File: config.mk
export PLATFORM = sky130hd
export DESIGN_NAME = dct2d_ctrl_flat
export DESIGN_NICKNAME = d
export VERILOG_FILES = /design/src/rtl/dct2d_ctrl_if.sv /design/src/rtl/dct2d_ctrl.sv /design/src/flat_wrapper.sv
export SDC_FILE = /design/constraint.sdc
export NUM_CORES = 2
export LEC_CHECK = 0
export ABC_AREA = 1
export ABC_CLOCK_PERIOD_IN_PS = 18320
export CAP_MARGIN = 20
export CELL_PAD_IN_SITES_DETAIL_PLACEMENT = 1
export CELL_PAD_IN_SITES_GLOBAL_PLACEMENT = 2
export CORE_MARGIN = 4
export CORE_UTILIZATION = 25
export CTS_CLUSTER_DIAMETER = 200
export DETAILED_ROUTE_END_ITERATION = 16
export DONT_BUFFER_PORTS = 1
export PLACE_DENSITY = 0.67
export SLEW_MARGIN = 20
export SYNTH_ARGS = -nofsm -noshare
export SYNTH_HDL_FRONTEND = slang
export SYNTH_SLANG_ARGS = --single-unit
File: constraint.sdc
create_clock -name clk -period 18.32 [get_ports clk]
set_clock_uncertainty 0.1 [all_clocks]
set_input_delay 3.664 -clock clk [delete_from_list [all_inputs] [get_ports clk]]
set_output_delay 3.664 -clock clk [all_outputs]
set_load 0.005 [all_outputs]
File: src/rtl/dct2d_ctrl_if.sv
// Handshake and datapath bundle between dct2d_ctrl, its block source,
// the shared dct1d unit and the downstream quantiser.
interface dct2d_ctrl_if #(
  parameter int unsigned N = 16
);
  localparam int unsigned VW = 8 * N;

  logic          in_valid;
  logic          in_ready;
  logic [VW-1:0] in_data;
  logic [VW-1:0] dct_in;
  logic [VW-1:0] dct_out;
  logic          out_valid;
  logic          out_ready;
  logic [VW-1:0] out_data;
  logic          busy;
  logic          done;

  // Controller side
  modport slave (
    input  in_valid, in_data, dct_out, out_ready,
    output in_ready, dct_in, out_valid, out_data, busy, done
  );

  // Environment side (source, dct1d, sink)
  modport master (
    output in_valid, in_data, dct_out, out_ready,
    input  in_ready, dct_in, out_valid, out_data, busy, done
  );
endinterface

File: src/rtl/dct2d_ctrl.sv
// 8x8 2-D DCT sequencer: loads 8 rows, runs a row pass then a column pass
// through one external 1-D DCT unit, storing results in place, then streams
// the 8 result rows out.
module dct2d_ctrl #(
  parameter int unsigned N       = 16,
  parameter int unsigned DCT_LAT = 0
) (
  input logic         clk,
  input logic         rst_n,
  dct2d_ctrl_if.slave bus
);

  localparam int unsigned VW = 8 * N;
  localparam int unsigned PW = (DCT_LAT > 0) ? $clog2(DCT_LAT + 1) : 1;

  typedef enum logic [1:0] {
    LOAD = 2'd0,
    ROW  = 2'd1,
    COL  = 2'd2,
    OUT  = 2'd3
  } state_t;

  state_t        state;
  logic [2:0]    cnt;
  logic [PW-1:0] ph;
  logic [N-1:0]  mem [8][8];

  logic [2:0]    nxt;
  logic          capture;
  logic          in_hs;
  logic [VW-1:0] row_nxt;
  logic [VW-1:0] col_nxt;
  logic [VW-1:0] out_first;

  assign nxt     = cnt + 3'd1;
  assign capture = (ph == PW'(DCT_LAT));
  assign in_hs   = (state == LOAD) && bus.in_valid && bus.in_ready;

  // Next vector to issue/emit; the buffer entry written on the same edge is
  // forwarded straight from dct_out (row 7 -> column 0, column 7 -> out row 0).
  always_comb begin
    row_nxt   = '0;
    col_nxt   = '0;
    out_first = '0;
    for (int k = 0; k < 8; k++) begin
      row_nxt[k*N +: N] = mem[nxt][3'(k)];
      if (state == ROW)
        col_nxt[k*N +: N] = (k == 7) ? bus.dct_out[N-1:0] : mem[3'(k)][0];
      else
        col_nxt[k*N +: N] = mem[3'(k)][nxt];
      out_first[k*N +: N] = (k == 7) ? bus.dct_out[N-1:0] : mem[0][3'(k)];
    end
  end

  // Block buffer: input rows, row-pass results and column-pass results in place
  always_ff @(posedge clk) begin
    if (rst_n) begin
      if (in_hs) begin
        for (int k = 0; k < 8; k++)
          mem[cnt][3'(k)] <= bus.in_data[k*N +: N];
      end else if (state == ROW && capture) begin
        for (int k = 0; k < 8; k++)
          mem[cnt][3'(k)] <= bus.dct_out[k*N +: N];
      end else if (state == COL && capture) begin
        for (int k = 0; k < 8; k++)
          mem[3'(k)][cnt] <= bus.dct_out[k*N +: N];
      end
    end
  end

  // Sequencer state, counters and registered outputs
  always_ff @(posedge clk) begin
    if (!rst_n) begin
      state         <= LOAD;
      cnt           <= '0;
      ph            <= '0;
      bus.in_ready  <= 1'b1;
      bus.out_valid <= 1'b0;
      bus.busy      <= 1'b0;
      bus.done      <= 1'b0;
      bus.dct_in    <= '0;
      bus.out_data  <= '0;
    end else begin
      bus.done <= 1'b0;
      case (state)
        LOAD: begin
          if (in_hs) begin
            cnt <= nxt;
            if (cnt == 3'd7) begin
              state        <= ROW;
              ph           <= '0;
              bus.in_ready <= 1'b0;
              bus.busy     <= 1'b1;
              bus.dct_in   <= row_nxt;
            end
          end
        end
        ROW: begin
          if (capture) begin
            ph  <= '0;
            cnt <= nxt;
            if (cnt == 3'd7) begin
              state      <= COL;
              bus.dct_in <= col_nxt;
            end else begin
              bus.dct_in <= row_nxt;
            end
          end else begin
            ph <= ph + PW'(1);
          end
        end
        COL: begin
          if (capture) begin
            ph  <= '0;
            cnt <= nxt;
            if (cnt == 3'd7) begin
              state         <= OUT;
              bus.dct_in    <= '0;
              bus.out_valid <= 1'b1;
              bus.out_data  <= out_first;
            end else begin
              bus.dct_in <= col_nxt;
            end
          end else begin
            ph <= ph + PW'(1);
          end
        end
        OUT: begin
          if (bus.out_ready) begin
            cnt <= nxt;
            if (cnt == 3'd7) begin
              state         <= LOAD;
              bus.out_valid <= 1'b0;
              bus.busy      <= 1'b0;
              bus.done      <= 1'b1;
              bus.in_ready  <= 1'b1;
            end else begin
              bus.out_data <= row_nxt;
            end
          end
        end
        default: state <= LOAD;
      endcase
    end
  end

endmodule

File: src/flat_wrapper.sv
// flat-port wrapper written by rule: the top's interface ports become plain ports
module dct2d_ctrl_flat 
#(
  parameter int unsigned N       = 16,
  parameter int unsigned DCT_LAT = 0
)
  (clk, rst_n, bus_in_valid, bus_in_data, bus_dct_out, bus_out_ready, bus_in_ready, bus_dct_in, bus_out_valid, bus_out_data, bus_busy, bus_done);
  dct2d_ctrl_if #(.N(N)) bus_i ();
  input logic clk;
  input logic rst_n;
  input wire logic [$bits(bus_i.in_valid)-1:0] bus_in_valid;
  input wire logic [$bits(bus_i.in_data)-1:0] bus_in_data;
  input wire logic [$bits(bus_i.dct_out)-1:0] bus_dct_out;
  input wire logic [$bits(bus_i.out_ready)-1:0] bus_out_ready;
  output wire logic [$bits(bus_i.in_ready)-1:0] bus_in_ready;
  output wire logic [$bits(bus_i.dct_in)-1:0] bus_dct_in;
  output wire logic [$bits(bus_i.out_valid)-1:0] bus_out_valid;
  output wire logic [$bits(bus_i.out_data)-1:0] bus_out_data;
  output wire logic [$bits(bus_i.busy)-1:0] bus_busy;
  output wire logic [$bits(bus_i.done)-1:0] bus_done;
  assign bus_i.in_valid = bus_in_valid;
  assign bus_i.in_data = bus_in_data;
  assign bus_i.dct_out = bus_dct_out;
  assign bus_i.out_ready = bus_out_ready;
  assign bus_in_ready = bus_i.in_ready;
  assign bus_dct_in = bus_i.dct_in;
  assign bus_out_valid = bus_i.out_valid;
  assign bus_out_data = bus_i.out_data;
  assign bus_busy = bus_i.busy;
  assign bus_done = bus_i.done;
  dct2d_ctrl #(.N(N), .DCT_LAT(DCT_LAT)) u_core (.clk(clk), .rst_n(rst_n), .bus(bus_i));
endmodule
After elaboration in Yosys (flattened, before gate mapping) --
Memory sizes are Yosys's and may differ from the RTL's. Cells that the tools add are included.
Word-level totals: flip-flop bits (word level) 266, latch bits 0, RAM bits 1024, ROM bits 0, bits of input ports 260, memories kept 1
Memories:
- u_core.mem | words 8, width 128, read ports 9, clocked after memory_dff 0, write ports 8, line dct2d_ctrl.sv:26 | logic [N-1:0] mem [8][8];
Cells by class: add/subtract/negate cells 2, $mul 0, div/mod/pow operators 0, magnitude comparators 3, equality and inequality tests 14, shifts and indexed selects 0, muxes and demuxes 91, bitwise operators 7, reductions and logical operators 20
Operators by type and width (count):
- two-way mux 128 bit | 11
- two-way mux 16 bit | 29
- binary-select mux 16 bit (select 3 bit) | 8
- one-hot mux 128 bit (3 select lines) | 1
- one-hot mux 128 bit (2 select lines) | 1
- two-way mux 64 bit | 2
- OR reduction 128 bit | 1
- demux 16 bit (select 3 bit) | 1
- two-way mux 1 bit | 20
- AND reduction 5 bit | 4
- two-way mux 2 bit | 8
- != test 2 bit (second input constant) | 8
- two-way mux 3 bit | 4
- one-hot mux 3 bit (3 select lines) | 1
- AND reduction 3 bit | 3
- >= comparator 4 bit (second input constant) | 2
- NOT 3 -> 4 bit | 2
- one-hot mux 1 bit (2 select lines) | 4
- one-hot mux 2 bit (4 select lines) | 1
- AND reduction 8 bit | 1
- nonzero test 2 bit | 3
- logical AND 1 bit | 5
- equality test 2 bit (second input constant) | 2
- < comparator 4 x 1 -> 1 bit (second input constant) | 1
- 10 further kinds | 14

Longest topological paths before layout --
depth in word-level cells 9, mapped depth 13, mapped depth without buffers 10

Least setup slack after synthesis --
No wires, ideal clock.
path type input port to flip-flop, from in rst_n, to mem u_core.mem[0][32] in the netlist's numbering (enable), library setup time 0.930 ns, arrival 15.810 ns, required time 17.290 ns, setup slack 1.480 ns, stages 2, buffers on the path 0, path through nand2_1 > nor4_1
RTL lines:
- start, declared | line flat_wrapper.sv:10 | input logic rst_n;
- end, declared | line dct2d_ctrl.sv:26

==> summary.txt <==
Pwr
  – Largest vdd supply drop: 211 uV
  – Pwr dens: 173 mW/mm^2
  – P_leak: 24.8 nW

Synth
  – Mapped Area: 0.0586 mm^2
  – Ys async rst share: 0%
  – Mapped Avg Cell Area: 8.87 um^2
  – Warnings, synthesis: 0
  – Main synth FF type: edfxtp_1
  – Number of synthesized flops with an enable pin: 1024
  – Unique masters post-synth: 35
  – Post-synthesis mux area share: 0%
  – Xor-xnor portion of the synthesized cell area: 0%
  – Post-synthesis simple-gate area fraction: 25.6%
  – Cell count after synthesis: 6602
  – Seq cells post-synth: 1241
  – Synth Area in Adders: 0.171%
  – Sequential fraction of the synthesis area: 59.9%
  – Compound-Gate Fraction of Synth Area: 9.08%
  – Main combinational cell family by area after synthesis: simple AND/OR/NAND/NOR gates

Critical path
  – R2R depth: 9
  – CP arrival: 7.00 ns
  – Delay-heaviest family, CP: simple AND/OR/NAND/NOR gates
  – Critical Path Max Stage Delay: 0.91 ns
  – Worst setup path category: primary input to flip-flop
  – FF-to-FF Start: u_core.cnt[0]
  – Capturing element type of the critical path: flip-flop
  – CP Max Fanout: 129
  – Critical path startpoint category: primary input
  – Worst r2r dst: u_core.bus.dct_in[11]
  – Worst EP required: 18.77 ns
  – CP bufs+invs: 3
  – Worst path cell trace: nand2_1, inv_1, nand3_4, buf_4, nand2_1, buf_4
  – R2r setup slk: 13.64 ns
  – Slowest-stage cell, CP: buf_4

Finish
  – Final #Nets: 6651
  – Commonest non-fill, non-tap cells in the layout: 2576 x nand2_1, 1026 x nand3_1, 1024 x edfxtp_1
  – Commonest non-fill, non-tap cell in the layout: nand2_1
  – FF+latch area: 0.0351 mm^2
  – # fillers: 27200
  – P&R area growth vs syn: 12.9%
  – Post-route cell area: 0.0662 mm^2
  – Multi-input gate area: 0.0207 mm^2
  – Layout cell share with drive strength beyond 1: 5.45%

Routing
  – Drt via density: 5.27
  – Drt first-iter violations: 6178
  – Highest routed layer: met5
  – Avg WL per Cell: 32.9 um
  – # DRC: 0
  – Met3 Routed Length: 38.7 mm
  – Routed met2 length: 131 mm
  – Routed via count: 50900
  – Post-Route WL: 318 mm
  – DRT Pass-1 Iters: 6
  – Wire length on met1: 131 mm
  – Remaining antenna violation count: 0

Placement
  – GPL Wtd Cong: 0.958
  – Post-detail-place hpwl: 224 mm
  – Dpl cell area: 0.0612 mm^2
  – Port Buf Inserts: 0

STA
  – Total negative setup slack: 0 ns
  – Tmin final: 6.55 ns
  – Slew headroom: 13.1%
  – Final Hold Fails: 0
  – Slew Viols, Final: 0
  – Worst slew pin tran: 1.30 ns
  – Crit share post-route: 35.8%
  – Fmax: 153 MHz
  – Setup Viol. Count Final: 0
  – RSZ-0062 raised after global routing: false

Global routing
  – Total global-route track usage: 25.4%
  – First-pass GRT wire length: 426 mm
  – Vias in the first global route: 48900
  – Largest net degree at the start of global routing: 179
  – Total grt overflow: 0
  – Antenna violations before repair: 45

Floorplan
  – Chip width: 492 um
  – Die Ht: 492 um
  – Total die area: 0.242 mm^2
  – Initial Util: 25.1%
  – # rows: 177
  – I/O pin cnt: 520
  – Core Area: 0.233 mm^2

Worst hold path
  – Hold path depth: 2
  – Min-delay worst type: flip-flop to flip-flop
  – HP Start: u_core.bus.dct_in[74]
  – Hold Path End: u_core.bus.dct_in[74]

Clock tree
  – CTS tree: built
  – Clk slew on worst S/H paths: 0.06 ns
  – Post-CTS setup repair buffer count: 0
  – Worst skew pair latency: 0.82 ns
  – Clock Path Buffers: 3
  – Hold-fix buffers, CTS: 0
  – Post-CTS sizing: 0
  – CTS sink cnt: 1241
  – Total CTS buffers: 149
  – Root Buffer: clkbuf_16
  – H-tree levels: 4

Outcome
  – Outcome: finished clean

Flow run
  – Max-cap violations: 0
==> worst max path at each step <==
stage	start	end	cells past startpoint
after global placement	rst_n	u_core.mem[2][103]	6
after floorplan	rst_n	u_core.mem[0][32]	2
after global routing	rst_n	u_core.mem[2][104]	6
after CTS	rst_n	u_core.mem[2][104]	6
after detailed placement	rst_n	u_core.mem[2][103]	6
final	rst_n	u_core.mem[2][97]	6
==> cell families after synthesis <==
| logic type | count (synthesis) |
|---|---|
| AOI/OAI and AO/OA | 1053 |
| adders and majority gates | 8 |
| buffers and inverters | 667 |
| DFF | 1241 |
| other | 1 |
| and+or+nand+nor | 3632 |
==> area by class of cell <==
type	instances	area share (%)
Sequential cell	1241	53.0
Multi-Input combinational cell	4741	31.3
Clock buffer	222	6.61
Tap cell	3132	5.92
Timing Repair Buffer	102	1.35
Inverter	148	0.874
Clock inverter	54	0.794
Antenna cell	16	0.0605
==> metal layers <==
layer  GRT usage [%]  vias up
met5               0        -
met3            9.93      450
met1            33.5    26000
met2            35.9     2392
li1                -    22100
met4            12.5       28
==> synth_stat cells, types with 6 or more instances <==
| master | n | area (um^2) |
|---|---|---|
| edfxtp_1 | 1024 | 30700 |
| buf_4 | 76 | 571 |
| nand2_1 | 2581 | 9690 |
| inv_1 | 144 | 541 |
| a21oi_1 | 337 | 1690 |
| o21ai_1 | 34 | 170 |
| ha_1 | 8 | 100 |
| o21ai_0 | 669 | 3350 |
| dfxtp_1 | 217 | 4340 |
| buf_2 | 223 | 1120 |
| clkbuf_1 | 195 | 732 |
| buf_1 | 20 | 75.1 |
| nand3_1 | 1026 | 5130 |
| nand4_1 | 6 | 37.5 |
==> power by group <==
part           internal, W  switching (W)  leakage, nW  total, W
logic             0.000974        0.00369         11.4   0.00466
registers          0.00340       0.000362         11.0   0.00376
clock network      0.00177        0.00127         2.41   0.00303
total              0.00614        0.00532         24.8    0.0115
==> worst reg2reg max path, delay by kind of cell (launching register included) <==
kind | cells | cell delay [ns]
flip-flops | 1 | 0.62
AO/OA/AOI/OAI | 2 | 0.30
buffers and inverters | 3 | 2.27
AND/OR/NAND/NOR | 4 | 1.32
==> metrics by stage <==
step / std cells / worst slack (ns) / hold WS (ns) / total power, W / util (%)
final: 9656 / 11.77 / 0.388 / 0.0115 / 28.4
after global routing: 9641 / 11.81 / 0.407 / 0.0119 / 28.4
after CTS: 9638 / 11.97 / 0.391 / 0.0114 / 28.4
after detailed placement: 9362 / 11.11 / 0.381 / 0.00837 / 26.3
after global placement: 9362 / 11.14 / 0.379 / 0.00834 / 26.3
after floorplan: 6649 / 1.48 / 0.360 / 0.00621 / -
==> flip-flops by register name (all words and copies together), names as in the netlist <==
signal                cells
u_core.bus.busy           1
u_core.bus.out_valid      1
u_core.bus.in_ready       1
u_core.state              2
u_core.bus.dct_in       128
u_core.cnt                3
u_core.bus.done           1
u_core.bus.out_data      80
u_core.mem             1024
(Power assumes the default switching activity.)
